$ cat src/rtl/anc_ctrl.sv
// ANC LMS sequencer: buffers (x,d) sample pairs, launches the external FIR once per pair and turns the
// returned error into a saturated LMS weight step. Define ANC_CTRL_TIMEOUT_EN to add the WAIT watchdog.
module anc_ctrl #(
  parameter int FIFO_DEPTH  = 4,
  parameter int MU_SHIFT    = 12,
  parameter int TIMEOUT_CYC = 1023
) (
  input  logic        clk,
  input  logic        rst_n,
  input  logic        in_valid,
  output logic        in_ready,
  input  logic [15:0] x_sample,
  input  logic [15:0] d_sample,
  input  logic [15:0] mu,
  output logic        fir_go,
  output logic [15:0] x_in,
  output logic [15:0] a_in,
  output logic [15:0] weight_adjust,
  input  logic        fir_done,
  input  logic [15:0] fir_sample,
  input  logic        fir_act,
  output logic        out_valid,
  input  logic        out_ready,
  output logic [15:0] err_out,
  output logic        busy,
  output logic        timeout_err
);

  localparam int DATA_W = 16;
  localparam int PROD_W = 2 * DATA_W;
  localparam int PTR_W  = (FIFO_DEPTH > 1) ? $clog2(FIFO_DEPTH) : 1;
  localparam int CNT_W  = PTR_W + 1;
  localparam logic [CNT_W-1:0] CNT_FULL = CNT_W'(FIFO_DEPTH);
  localparam logic signed [PROD_W-1:0] SAT_MAX = 32767;
  localparam logic signed [PROD_W-1:0] SAT_MIN = -32768;

  typedef enum logic [2:0] {
    S_IDLE   = 3'd0,
    S_LAUNCH = 3'd1,
    S_WAIT   = 3'd2,
    S_UPDATE = 3'd3,
    S_EMIT   = 3'd4
  } state_t;

  function automatic logic signed [DATA_W-1:0] sat16(input logic signed [PROD_W-1:0] v);
    if (v > SAT_MAX) begin
      return 16'sh7FFF;
    end else if (v < SAT_MIN) begin
      return 16'sh8000;
    end else begin
      return v[DATA_W-1:0];
    end
  endfunction

  // Negated, scaled e*mu; the negation cannot overflow because the shifted product is at most 2^30.
  function automatic logic signed [DATA_W-1:0] lms_term(input logic signed [DATA_W-1:0] e,
                                                        input logic signed [DATA_W-1:0] m);
    logic signed [PROD_W-1:0] p;
    logic signed [PROD_W-1:0] q;
    p = $signed({{DATA_W{e[DATA_W-1]}}, e}) * $signed({{DATA_W{m[DATA_W-1]}}, m});
    q = p >>> MU_SHIFT;
    return sat16(-q);
  endfunction

  state_t state_q, state_d;

  logic [PROD_W-1:0] fifo_mem [FIFO_DEPTH];
  logic [PTR_W-1:0]  wr_ptr_q, rd_ptr_q;
  logic [CNT_W-1:0]  count_q, count_d;
  logic [PROD_W-1:0] head;
  logic              push, pop;

  logic signed [DATA_W-1:0] e_q, e_d;
  logic [DATA_W-1:0]        x_q, x_d;
  logic [DATA_W-1:0]        a_q, a_d;
  logic signed [DATA_W-1:0] wa_q, wa_d;

`ifdef ANC_CTRL_TIMEOUT_EN
  localparam int WC_W = (TIMEOUT_CYC > 1) ? $clog2(TIMEOUT_CYC + 1) : 1;
  localparam logic [WC_W-1:0] WC_LAST = WC_W'(TIMEOUT_CYC - 1);
  logic [WC_W-1:0] wcnt_q, wcnt_d;
  logic            tmo_q, tmo_d;
`endif

  // Sample-pair FIFO; in_ready looks only at the registered count, never at this cycle's pop.
  assign in_ready = (count_q != CNT_FULL);
  assign push     = in_valid && in_ready;
  assign head     = fifo_mem[rd_ptr_q];

  always_comb begin
    count_d = count_q;
    if (push && !pop) begin
      count_d = count_q + CNT_W'(1);
    end else if (pop && !push) begin
      count_d = count_q - CNT_W'(1);
    end
  end

  always_ff @(posedge clk) begin
    if (push) begin
      fifo_mem[wr_ptr_q] <= {x_sample, d_sample};
    end
  end

  always_comb begin
    state_d = state_q;
    e_d     = e_q;
    x_d     = x_q;
    a_d     = a_q;
    wa_d    = wa_q;
    pop     = 1'b0;
`ifdef ANC_CTRL_TIMEOUT_EN
    wcnt_d  = wcnt_q;
    tmo_d   = tmo_q;
`endif
    unique case (state_q)
      S_IDLE: begin
        if ((count_q != '0) && !fir_act) begin
          pop     = 1'b1;
          x_d     = head[PROD_W-1:DATA_W];
          a_d     = head[DATA_W-1:0];
          state_d = S_LAUNCH;
        end
      end
      S_LAUNCH: begin
        state_d = S_WAIT;
`ifdef ANC_CTRL_TIMEOUT_EN
        wcnt_d  = '0;
`endif
      end
      S_WAIT: begin
        if (fir_done) begin
          e_d     = fir_sample;
          state_d = S_UPDATE;
        end
`ifdef ANC_CTRL_TIMEOUT_EN
        else if (wcnt_q == WC_LAST) begin
          e_d     = '0;
          tmo_d   = 1'b1;
          state_d = S_UPDATE;
        end else begin
          wcnt_d  = wcnt_q + WC_W'(1);
        end
`endif
      end
      S_UPDATE: begin
        wa_d    = lms_term(e_q, mu);
        state_d = S_EMIT;
      end
      S_EMIT: begin
        if (out_ready) begin
          state_d = S_IDLE;
        end
      end
      default: state_d = S_IDLE;
    endcase
  end

  always_ff @(posedge clk) begin
    if (!rst_n) begin
      state_q  <= S_IDLE;
      wr_ptr_q <= '0;
      rd_ptr_q <= '0;
      count_q  <= '0;
      e_q      <= '0;
      x_q      <= '0;
      a_q      <= '0;
      wa_q     <= '0;
`ifdef ANC_CTRL_TIMEOUT_EN
      wcnt_q   <= '0;
      tmo_q    <= 1'b0;
`endif
    end else begin
      state_q  <= state_d;
      count_q  <= count_d;
      if (push) begin
        wr_ptr_q <= wr_ptr_q + PTR_W'(1);
      end
      if (pop) begin
        rd_ptr_q <= rd_ptr_q + PTR_W'(1);
      end
      e_q      <= e_d;
      x_q      <= x_d;
      a_q      <= a_d;
      wa_q     <= wa_d;
`ifdef ANC_CTRL_TIMEOUT_EN
      wcnt_q   <= wcnt_d;
      tmo_q    <= tmo_d;
`endif
    end
  end

  assign fir_go        = (state_q == S_LAUNCH);
  assign out_valid     = (state_q == S_EMIT);
  assign busy          = (state_q != S_IDLE);
  assign x_in          = x_q;
  assign a_in          = a_q;
  assign weight_adjust = wa_q;
  assign err_out       = e_q;

`ifdef ANC_CTRL_TIMEOUT_EN
  assign timeout_err = tmo_q;
`else
  assign timeout_err = 1'b0;
`endif

endmodule

$ cat config.mk
export PLATFORM = sky130hd
export DESIGN_NAME = anc_ctrl
export DESIGN_NICKNAME = d
export VERILOG_FILES = /design/src/rtl/anc_ctrl.sv
export SDC_FILE = /design/constraint.sdc
export NUM_CORES = 1
export LEC_CHECK = 0
export ABC_AREA = 1
export ABC_CLOCK_PERIOD_IN_PS = 14100
export CAP_MARGIN = 20
export CORE_MARGIN = 1
export CORE_UTILIZATION = 60
export CTS_CLUSTER_DIAMETER = 100
export DETAILED_ROUTE_END_ITERATION = 6
export PLACE_DENSITY = 0.81
export SLEW_MARGIN = 40
export SYNTH_ARGS = -nofsm -noshare
export SYNTH_HDL_FRONTEND = slang
export SYNTH_SLANG_ARGS = --single-unit
$ cat constraint.sdc
create_clock -name clk -period 14.1 [get_ports clk]
set_clock_uncertainty 0.15 [all_clocks]
set_input_delay 2.115 -clock clk [delete_from_list [all_inputs] [get_ports clk]]
set_output_delay 2.115 -clock clk [all_outputs]
set_load 0.05 [all_outputs]
=== Word level (Yosys, flattened, before mapping) ===
Memories as Yosys holds them, arrays and structs flattened. A register that Yosys moved wholly into a read port is not among the register bits.
Cells that the tools add are included.

* Bits in registers: 42
* Latch bits: 0
* Memory bits (writable): 128
* Bits in read-only memories: 0
* Logic and storage cells: 50
* Memories: 1

{| class="wikitable"
|+ Memory list
! name !! depth !! width !! rd ports !! clocked after Yosys merged registers in !! write ports !! RTL line !! RTL
|-
| fifo_mem || 4 || 32 || 1 || 1 || 1 || 67 || <nowiki>logic [PROD_W-1:0] fifo_mem [FIFO_DEPTH];</nowiki>
|}

* Add/subtract/negate cells: 5
* Multiply operators: 1
* Div/mod/pow operators: 0
* Order comparisons: 2
* Eq/ne operators: 8
* Shift-type cells: 0
* Multiplexer cells: 12
* Bitwise operators: 0
* Reduce and logical (&&, ||, !) cells: 15

{| class="wikitable"
|+ Operator list
! cell !! count
|-
| > comparator 32 x 16 -> 1 bit, second input constant || 1
|-
| < comparator 32 x 16 -> 1 bit, second input constant || 1
|-
| multiplier 16 x 16 -> 32 bit || 1
|-
| 2-to-1 mux 16 bit || 2
|-
| negator 20 -> 32 bit || 1
|-
| 2-to-1 mux 3 bit || 5
|-
| one-hot mux 3 bit (5 select lines) || 1
|-
| equality test 3 x 2 -> 1 bit, second input constant || 2
|-
| nonzero test 3 bit || 2
|-
| adder 2 x 1 -> 2 bit, second input constant || 2
|-
| logical AND 1 bit || 4
|-
| zero test 1 bit || 4
|-
| 2-to-1 mux 1 bit || 4
|-
| != test 2 bit, second input constant || 2
|-
| AND reduction 2 bit || 2
|-
| adder 3 x 1 -> 3 bit, second input constant || 1
|-
| equality test 3 x 1 -> 1 bit, second input constant || 1
|-
| equality test 3 bit, second input constant || 1
|-
| zero test 3 bit || 1
|-
| != test 3 bit, second input constant || 1
|-
| AND reduction 3 bit || 1
|-
| subtractor 3 x 1 -> 3 bit, second input constant || 1
|-
| != test 2 x 1 -> 1 bit, second input constant || 1
|-
| nonzero test 2 bit || 1
|}

=== Longest topological paths before layout ===
Gate-level depths: netlist of run 1.

* Depth in word-level cells: 7
* Mapped depth: 44

=== Worst setup path after synthesis of run 1 ===
OpenSTA, ideal clock, no wires.

* Kind: input to register
* From: input port mu[5]
* To: register wa_q[6] (netlist: weight_adjust[6])
* Arrival: 8240 ps
* Data required time: 13841 ps
* Setup slack: 5601 ps
* Stages on the path: 31
* Path buffers: 3
* Path through: clkbuf_1 clkbuf_1 nand2_1 fa_1 fa_1 inv_1 fa_1 fa_1 fa_1 inv_1 fa_1 inv_1 ha_1 a21oi_1 o21ai_0 o21bai_1 a21oi_1 nand3_1 nand2_1 nand2_1 nor2_2 nand3_1 nand2_1 nand2_1 nor2_1 nand3_2 nand2_4 buf_12 nand3_2 nand2_1 inv_1

* Word-level cells in the longest chain between the ends: 5
* Elaborated cells on any way between the ends: 6

{| class="wikitable"
|+ RTL lines
! what !! RTL line !! RTL
|-
| start: declaration || 14 || <nowiki>input logic [15:0] mu,</nowiki>
|-
| multiplier 16 x 16 -> 32 bit * || 60 || <nowiki>p = $signed({{DATA_W{e[DATA_W-1]}}, e}) * $signed({{DATA_W{m[DATA_W-1]}}, m});</nowiki>
|-
| negator 20 -> 32 bit * || 62 || <nowiki>return sat16(-q);</nowiki>
|-
| < comparator 32 x 16 -> 1 bit || 48 || <nowiki>end else if (v < SAT_MIN) begin</nowiki>
|-
| 2-to-1 mux 16 bit || 48 ||
|-
| 2-to-1 mux 16 bit * || 46 || <nowiki>if (v > SAT_MAX) begin</nowiki>
|-
| end signal: assignment || 185 || <nowiki>wa_q <= wa_d;</nowiki>
|-
| end: declaration || 76 || <nowiki>logic signed [DATA_W-1:0] wa_q, wa_d;</nowiki>
|}

Every way passes the cells marked *; elsewhere a longest branch is shown, timed or not.
A chain may end at the register's enable or synchronous reset.

=== Worst setup path after layout of run 1 ===
* From: input port mu[1]
* To: register wa_q[1] (netlist: weight_adjust[1])

The elaborated chain is that of the path after synthesis.

==> results of run 1 <==
==> cell usage in the layout (no fill, tap or decap), types with 5 or more instances in the layout <==
cell             synthesis  final
ha_1                    86     86
nand3_2                 17     17
a21oi_1                 44     44
nor3_1                   8      8
clkdlybuf4s50_1          0    136
xnor2_1                 16     16
o21ai_0                124    124
clkinv_1                 5      6
inv_1                  551    550
nor2_4                   2      5
clkbuf_16                0     23
clkbuf_1                94      8
buf_4                    4     14
nor2_2                  12     15
xor2_1                   9      9
fa_1                   262    262
a31oi_1                 33     33
inv_2                    9      9
nor2_1                 225    219
nand2_4                  5      5
nand2_2                 40     40
nand3_1                 39     39
nand4_1                  8      8
dfxtp_1                 74     71
edfxtp_1               128    128
nand2_1                449    449
==> cell type report <==
class                           instances  area (µm²)
Tap cell                              402         503
Clock buffer                           31         606
Timing Repair Buffer                  151        1470
Inverter                              565        2120
Fill cell                            2447       10100
Sequential cell                       202        5330
Multi-Input combinational cell       1412       11300
Clock inverter                         11         120
==> cells by family (layout without fill, tap and decap cells) <==
family                   Yosys count  count (layout)  synth area share
AO/OA/AOI/OAI                    214             214            0.0601
adder cells (fa/ha/maj)          348             348             0.329
buffers and inverters            669             758             0.134
XOR/XNOR                          26              26            0.0128
flip-flops                       202             202             0.277
AND/OR/NAND/NOR                  823             823             0.187
other                              1               1          0.000195
==> worst max path at each step <==
stage	cells past startpoint	endpoint	slack (ns)	from
after CTS	33	weight_adjust[1]$_SDFFE_PN0P_	4.64	mu[1]
after global placement	33	weight_adjust[0]$_SDFFE_PN0P_	4.28	mu[1]
after floorplan	31	weight_adjust[6]$_SDFFE_PN0P_	5.60	mu[5]
final	31	weight_adjust[1]$_SDFFE_PN0P_	4.59	mu[1]
after detailed placement	33	weight_adjust[1]$_SDFFE_PN0P_	4.09	mu[1]
after global routing	33	weight_adjust[1]$_SDFFE_PN0P_	4.00	mu[1]
==> stage by stage <==
| step | worst slack [ns] | utilization |
|---|---|---|
| 6_report | 4.59 | 0.681 |
| 2_1_floorplan | 5.60 | - |
| 3_5_place_dp | 4.09 | 0.658 |
| 3_3_place_gp | 4.28 | 0.658 |
| 4_1_cts | 4.64 | 0.681 |
| 5_1_grt | 4.00 | 0.681 |
==> registers in the layout, indices dropped and copies added (netlist names) <==
signal         cells
a_in              16
wr_ptr_q           2
fifo_mem         128
count_q            3
x_in              16
weight_adjust     16
state_q            3
err_out           16
rd_ptr_q           2
==> metal layers <==
layer	vias to the layer above	wire length, µm	global-route usage
met5	-	0	0
met4	0	1540	0.108
met3	108	2590	0.0401
met2	465	22800	0.516
met1	7153	17400	0.347
li1	6940	-	-
==> worst reg2reg max path, delay by kind of cell, from the launching register on <==
kind / cells / cell delay (ns)
AOI/OAI and AO/OA: 4 / 0.71
adders and majority gates: 7 / 3.90
buffers and inverters: 6 / 0.60
DFF: 1 / 0.54
and+or+nand+nor: 13 / 1.75
==> reports/metrics.yaml, run 1 <==
status:
  status: "completed"
detailed_routing:
  drc: 0
  postRouteAntennaNets: 0
  drt_iter0_markers: 906
  drt-total-wl_um: 44300
  drt-pass1-iter-count: 7
  routed_via_density: 5.29
  num_vias: 14666
  wl_per_cell_um: 16.0
synth:
  synth-edff-count: 128
  synth_seq_cells: 202
  synth.distinct_cells: 47
  yosysSeqAreaShare: 0.277
  synth.most_common_cell: "inv_1"
  synth_nets: 2701
  synthArstFlopShare: 0
  ys_warn_count: 0
  ys.flop_type: "edfxtp_1"
  synthTopCellsByArea: "fa_1 (27%), edfxtp_1 (20%), inv_1 (11%)"
  avgSynthCellArea_um2: 8.41
  yosysTopAreaCell: "fa_1"
  syn_inst: 2283
  syn-cell-area_um2: 19200
  yosys-top-cells-count: "inv_1 (551), nand2_1 (449), fa_1 (262), nor2_1 (225), edfxtp_1 (128)"
  yosysTopAreaCellShare: 0.273
placed_design:
  dp_hpwl_um: 33800
  io_buffers: 137
  placed_cell_area_um2: 20800
  gp_congestion: 0.906
  dp_cells: 2732
setup_path:
  worstPathArrival_ns: 9.78
  critPathSlowestCell: "fa_1"
  cp_max_fo: 15
  rrSetupSlack_ns: 6.35
  cp-end-kind: "flip-flop"
  slowest_delay_ns: 0.77
  worstPathRequired_ns: 14.38
  crit_path_start_kind: "input port"
  path_delay_family: "adder cells"
  worstRegToRegCells: 30
  critPathKind: "in2reg"
  r2r-start: "err_out[15]$_SDFFE_PN0P_"
  cp_num_buf_inv: 7
  r2r-end: "weight_adjust[1]$_SDFFE_PN0P_"
timing:
  fmax_ghz: 0.105
  fin_crit_sh: 0.674
  layout_min_cycle_time_ns: 9.51
  setup_viol: 0
  worst_slew_pin_slew_ns: 0.856
  rsz0062_at_grt: "false"
  holdWs_ns: 0.307
  hold_viol: 0
  drv_slew: 0
  fin_setup_tns_ns: 0
  slew_headroom: 0.428
worst_hold_path:
  hold_path_class: "reg2reg"
  hold_path_depth: 1
  hold_end: "state_q[0]$_SDFFE_PN0P_"
  min-delay-start: "state_q[2]$_SDFFE_PN0P_"
clocking:
  clock_path_buffers: 3
  cts_max_level: 1
  numCtsBuffers: 23
  cts_hold_buf: 0
  cts_setup_buffers: 0
  clk_latency_ns: 0.53
  clk_pin_slew_ns: 0.06
  cts_sinks: 202
  post_cts_resized: 0
  clock_tree.root_cell: "clkbuf_16"
  cts_tree: "built"
layout:
  layout-drive-gt1-share: 0.0662
  fin_cells: 2774
  num_antenna_cells: 0
  nNetsFinal: 2773
  design_area_um2: 21500
  area_growth_pct: 11.9
global_route:
  grt_max_degree: 67
  gr-total-overflow: 0
  grt_pass1_vias: 15460
  grt_usage: 0.286
  antenna_found_initial: 0
  grt_pass1_wl_um: 74500
floorplan:
  ios: 139
  die_w_um: 181
  rows: 65
  dieArea_um2: 32700
  initial_core_util: 0.609
  die_h_um: 181
  core-area_um2: 31600
flow_run:
  maxCapViolCount: 0
Power of run 1 is left out: the tool's default activity adds up to more than one toggle a clock period on the data nets, which glitch-free logic cannot reach.
==> inputs of run 2 (changes only) <==
--- a/config.mk
+++ b/config.mk
@@ -6,7 +6,7 @@
 export NUM_CORES = 1
 export LEC_CHECK = 0
 export ABC_AREA = 1
-export ABC_CLOCK_PERIOD_IN_PS = 14100
+export ABC_CLOCK_PERIOD_IN_PS = 9420
 export CAP_MARGIN = 20
 export CORE_MARGIN = 1
 export CORE_UTILIZATION = 60
==> constraint.sdc (replaced) <==
create_clock -name clk -period 9.42 [get_ports clk]
set_clock_uncertainty 0.15 [all_clocks]
set_input_delay 1.413 -clock clk [delete_from_list [all_inputs] [get_ports clk]]
set_output_delay 1.413 -clock clk [all_outputs]
set_load 0.05 [all_outputs]
==> reports/metrics.yaml, run 2 (same netlist as run 1, synthesis figures left out) <==
status:
  status: "completed"
layout:
  fin_cells: 2787
  area_growth_pct: 12.3
  num_antenna_cells: 0
  final_cell_mix: "inv_1 (550), nand2_1 (449), fa_1 (262)"
  regMostFlops: "fifo_mem"
  multi_input_area_um2: 11300
  nNetsFinal: 2788
  largest_reg_flops: 128
  regArea_um2: 5330
  layout-drive-gt1-share: 0.0725
  design_area_um2: 21600
  fillers: 2438
  layout_commonest_cell: "inv_1"
setup_path:
  rrSetupSlack_ns: 1.76
  cpMostUsedCell: "nand2_1"
  r2r-end: "weight_adjust[1]$_SDFFE_PN0P_"
  crit_path_start_kind: "input port"
  cp-end-kind: "flip-flop"
  worstPathRequired_ns: 9.71
  critPathKind: "in2reg"
  worstRegToRegCells: 31
  worstPathArrival_ns: 8.74
  critPathSlowestCell: "clkdlybuf4s50_1"
  cp_max_fo: 15
  slowest_delay_ns: 0.81
  r2r-start: "err_out[15]$_SDFFE_PN0P_"
floorplan:
  die_w_um: 181
  rows: 65
  dieArea_um2: 32700
  initial_core_util: 0.609
  die_h_um: 181
  ios: 139
  core-area_um2: 31600
clocking:
  cts_setup_buffers: 0
  post_cts_resized: 0
  cts_sinks: 202
  cts_max_level: 1
  clk_latency_ns: 0.54
  clk_pin_slew_ns: 0.06
  clock_tree.root_cell: "clkbuf_16"
  numCtsBuffers: 23
  cts_tree: "built"
  cts_hold_buf: 0
  clock_path_buffers: 3
timing:
  fin_crit_sh: 0.897
  worst_slew_pin_slew_ns: 0.866
  rsz0062_at_grt: "false"
  holdWs_ns: 0.309
  fmax_ghz: 0.118
  drv_slew: 0
  fin_setup_tns_ns: 0
  slew_headroom: 0.422
  hold_viol: 0
  setup_viol: 0
  layout_min_cycle_time_ns: 8.45
global_route:
  antenna_found_initial: 1
  grt_pass1_wl_um: 76600
  grt_pass1_vias: 15758
  grt_usage: 0.295
  gr-total-overflow: 0
  grt_max_degree: 67
detailed_routing:
  routed_via_density: 5.30
  postRouteAntennaNets: 0
  wl_per_cell_um: 16.3
  num_vias: 14780
  drc: 0
  drt_iter0_markers: 960
  drt-total-wl_um: 45600
  drt-pass1-iter-count: 5
flow_run:
  maxCapViolCount: 0
placed_design:
  dp_cells: 2747
  placed_cell_area_um2: 20900
  io_buffers: 137
  gp_congestion: 0.910
  dp_hpwl_um: 34300
worst_hold_path:
  hold_end: "state_q[0]$_SDFFE_PN0P_"
  min-delay-start: "state_q[2]$_SDFFE_PN0P_"
  hold_path_depth: 1
  hold_path_class: "reg2reg"
## run 2: cell count changes in the layout (fill, tap and decap cells not counted), sizes merged
cell / previous run / this run
bufinv: 1 / 0
clkinv: 11 / 12
buf: 15 / 30
clkbuf: 31 / 30
clkinvlp: 1 / 0
## run 2: worst max-delay path, delay by kind of cell
family                     cells  cell delay [ns]
and+or+nand+nor               19             2.34
buffers and inverters          6             1.23
adders and majority gates      7             3.74
## run 2: how the worst max path moves through the flow
stage,startpoint,end,cells past startpoint,slack [ns]
final,mu[5],weight_adjust[1]$_SDFFE_PN0P_,32,0.97
after floorplan,mu[5],weight_adjust[6]$_SDFFE_PN0P_,31,1.62
after CTS,mu[5],weight_adjust[1]$_SDFFE_PN0P_,29,1.07
after global routing,mu[5],weight_adjust[4]$_SDFFE_PN0P_,29,0.44
after detailed placement,mu[5],weight_adjust[1]$_SDFFE_PN0P_,32,0.53
after global placement,mu[5],weight_adjust[0]$_SDFFE_PN0P_,31,0.58
## run 2: final cells by class
type,instances,share of cell area
Sequential cell,202,0.247
Tap cell,402,0.0233
Multi-Input combinational cell,1412,0.526
Clock buffer,30,0.0284
Clock inverter,10,0.00371
Inverter,565,0.0984
Timing Repair Buffer,166,0.0734
## run 2: through the flow
stage,utilization,worst slack (ns)
after CTS,0.684,1.07
after global placement,0.661,0.579
after detailed placement,0.662,0.527
after global routing,0.684,0.445
final,0.684,0.968
after floorplan,-,1.62
## run 2: layer usage
layer	part of all wire	wire length, µm	global-route usage	vias up
met5	0.00029	13	0	-
met4	0.032	1470	0.112	2
met3	0.061	2770	0.0429	114
met2	0.51	23400	0.526	498
met1	0.39	17900	0.362	7206
li1	-	-	-	6960
Power of run 2 is left out for the same reason.
==> inputs of run 3 (changes only) <==
--- a/config.mk
+++ b/config.mk
@@ -6,9 +6,8 @@
 export NUM_CORES = 1
 export LEC_CHECK = 0
 export ABC_AREA = 1
-export ABC_CLOCK_PERIOD_IN_PS = 9420
 export CAP_MARGIN = 20
-export CORE_MARGIN = 1
+export CORE_MARGIN = 2
 export CORE_UTILIZATION = 60
 export CTS_CLUSTER_DIAMETER = 100
 export DETAILED_ROUTE_END_ITERATION = 6
==> reports/metrics.yaml, run 3 (same netlist as run 1, synthesis figures left out) <==
timing:
  drv_slew: 0
  hold_viol: 0
  slew_headroom: 0.377
  fmax_ghz: 0.117
  rsz0062_at_grt: "false"
  layout_min_cycle_time_ns: 8.54
  fin_crit_sh: 0.906
  worst_slew_pin_slew_ns: 0.933
  fin_setup_tns_ns: 0
  setup_viol: 0
global_route:
  antenna_found_initial: 0
  grt_usage: 0.282
  gr-max-usage-layer: "met2"
  gr-total-overflow: 0
  gr-usage-met1: 0.334
  grt_pass1_wl_um: 74900
  grt_max_degree: 67
  use_met2: 0.517
  grt.met3_usage: 0.0449
  grt_pass1_vias: 15815
worst_hold_path:
  hold_path_class: "reg2reg"
setup_path:
  r2r-start: "err_out[15]$_SDFFE_PN0P_"
  worstPathArrival_ns: 8.82
  crit_path_start_kind: "input port"
  critPathKind: "in2reg"
  crit_end: "weight_adjust[2]$_SDFFE_PN0P_"
  cp-end-kind: "flip-flop"
  slowest_delay_ns: 0.82
  cpMostUsedCell: "nand2_1"
  startpoint: "mu[5]"
  r2r-end: "weight_adjust[2]$_SDFFE_PN0P_"
  cp_max_fo: 15
  rrSetupSlack_ns: 1.67
  worstPathRequired_ns: 9.70
  critPathSlowestCell: "clkdlybuf4s50_1"
  worstRegToRegCells: 31
detailed_routing:
  wl_per_cell_um: 16.2
  drt_iter0_markers: 993
  postRouteAntennaNets: 0
  drt-total-wl_um: 45100
  routed_via_density: 5.29
  drc: 5
  num_vias: 14747
  drt-pass1-iter-count: 7
flow_run:
  maxCapViolCount: 0
clocking:
  cts_setup_buffers: 0
  clock_tree.root_cell: "clkbuf_16"
  cts_sinks: 202
  cts_max_level: 1
  cts_hold_buf: 0
  clk_pin_slew_ns: 0.06
  cts_tree: "built"
  clock_path_buffers: 3
  post_cts_resized: 0
  numCtsBuffers: 23
  clk_latency_ns: 0.53
layout:
  area_growth_pct: 12.7
  regMostFlops: "fifo_mem"
  layout_commonest_cell: "inv_1"
  largest_reg_flops: 128
  final_cell_mix: "inv_1 (550), nand2_1 (449), fa_1 (262)"
  layout-drive-gt1-share: 0.0742
  nNetsFinal: 2785
floorplan:
  core-area_um2: 31600
  initial_core_util: 0.609
  die_w_um: 183
  ios: 139
  dieArea_um2: 33500
  die_h_um: 183
  rows: 65
status:
  status: "complete, but fails checks"
  violations: "DRC"
placed_design:
  gp_congestion: 0.901
  io_buffers: 137
  dp_hpwl_um: 34200
-- run 3: changes by cell type in the layout (fill, tap and decap cells not counted), sizes merged --
cell | before | now
inv | 563 | 564
clkinv | 12 | 11
bufinv | 0 | 3
diode | 0 | 1
buf | 30 | 27
clkbuf | 30 | 28
clkinvlp | 0 | 1
-- run 3: worst min path at each step --
| stage | end | slack [ns] | cells past startpoint | start |
|---|---|---|---|---|
| floorplan | state_q[0]$_SDFFE_PN0P_ | 0.27 | 1 | state_q[2]$_SDFFE_PN0P_ |
| finish | state_q[0]$_SDFFE_PN0P_ | 0.30 | 1 | state_q[2]$_SDFFE_PN0P_ |
| CTS | state_q[0]$_SDFFE_PN0P_ | 0.30 | 1 | state_q[2]$_SDFFE_PN0P_ |
| detailed placement | state_q[0]$_SDFFE_PN0P_ | 0.29 | 1 | state_q[2]$_SDFFE_PN0P_ |
| global placement | state_q[0]$_SDFFE_PN0P_ | 0.29 | 1 | state_q[2]$_SDFFE_PN0P_ |
| global route | state_q[0]$_SDFFE_PN0P_ | 0.32 | 1 | state_q[2]$_SDFFE_PN0P_ |
-- run 3: critical path: cells and delay by family --
family	cells	cell delay, ns
buffers and inverters	6	1.28
adders and majority gates	7	3.72
and+or+nand+nor	18	2.28
AOI/OAI and AO/OA	1	0.10
-- run 3: final cells by class --
type                    instances  area (µm²)
diodes                          1        2.50
clock buffers                  28         604
clock inverters                14         183
fillers                      2511        9900
inverters                     565        2120
multi-input cells            1412       11300
flip-flops and latches        202        5330
well taps                     402         503
repair buffers                163        1560
-- run 3: through the flow --
step	util	hold slack (ns)	std cells	setup slack [ns]	instance area [µm²]
finish	0.686	0.299	2787	0.882	21700
global route	0.686	0.317	2786	0.314	21700
CTS	0.686	0.300	2786	0.975	21600
detailed placement	0.661	0.291	2744	0.476	20900
global placement	0.661	0.289	2744	0.513	20800
floorplan	-	0.272	2283	1.62	19200
-- run 3: layer usage --
metal / wire length (µm) / up-vias
met2: 23300 / 491
met1: 17300 / 7176
met3: 2770 / 122
met5: 0 / -
li1: - / 6958
met4: 1710 / 0
Power of run 3 is left out for the same reason.
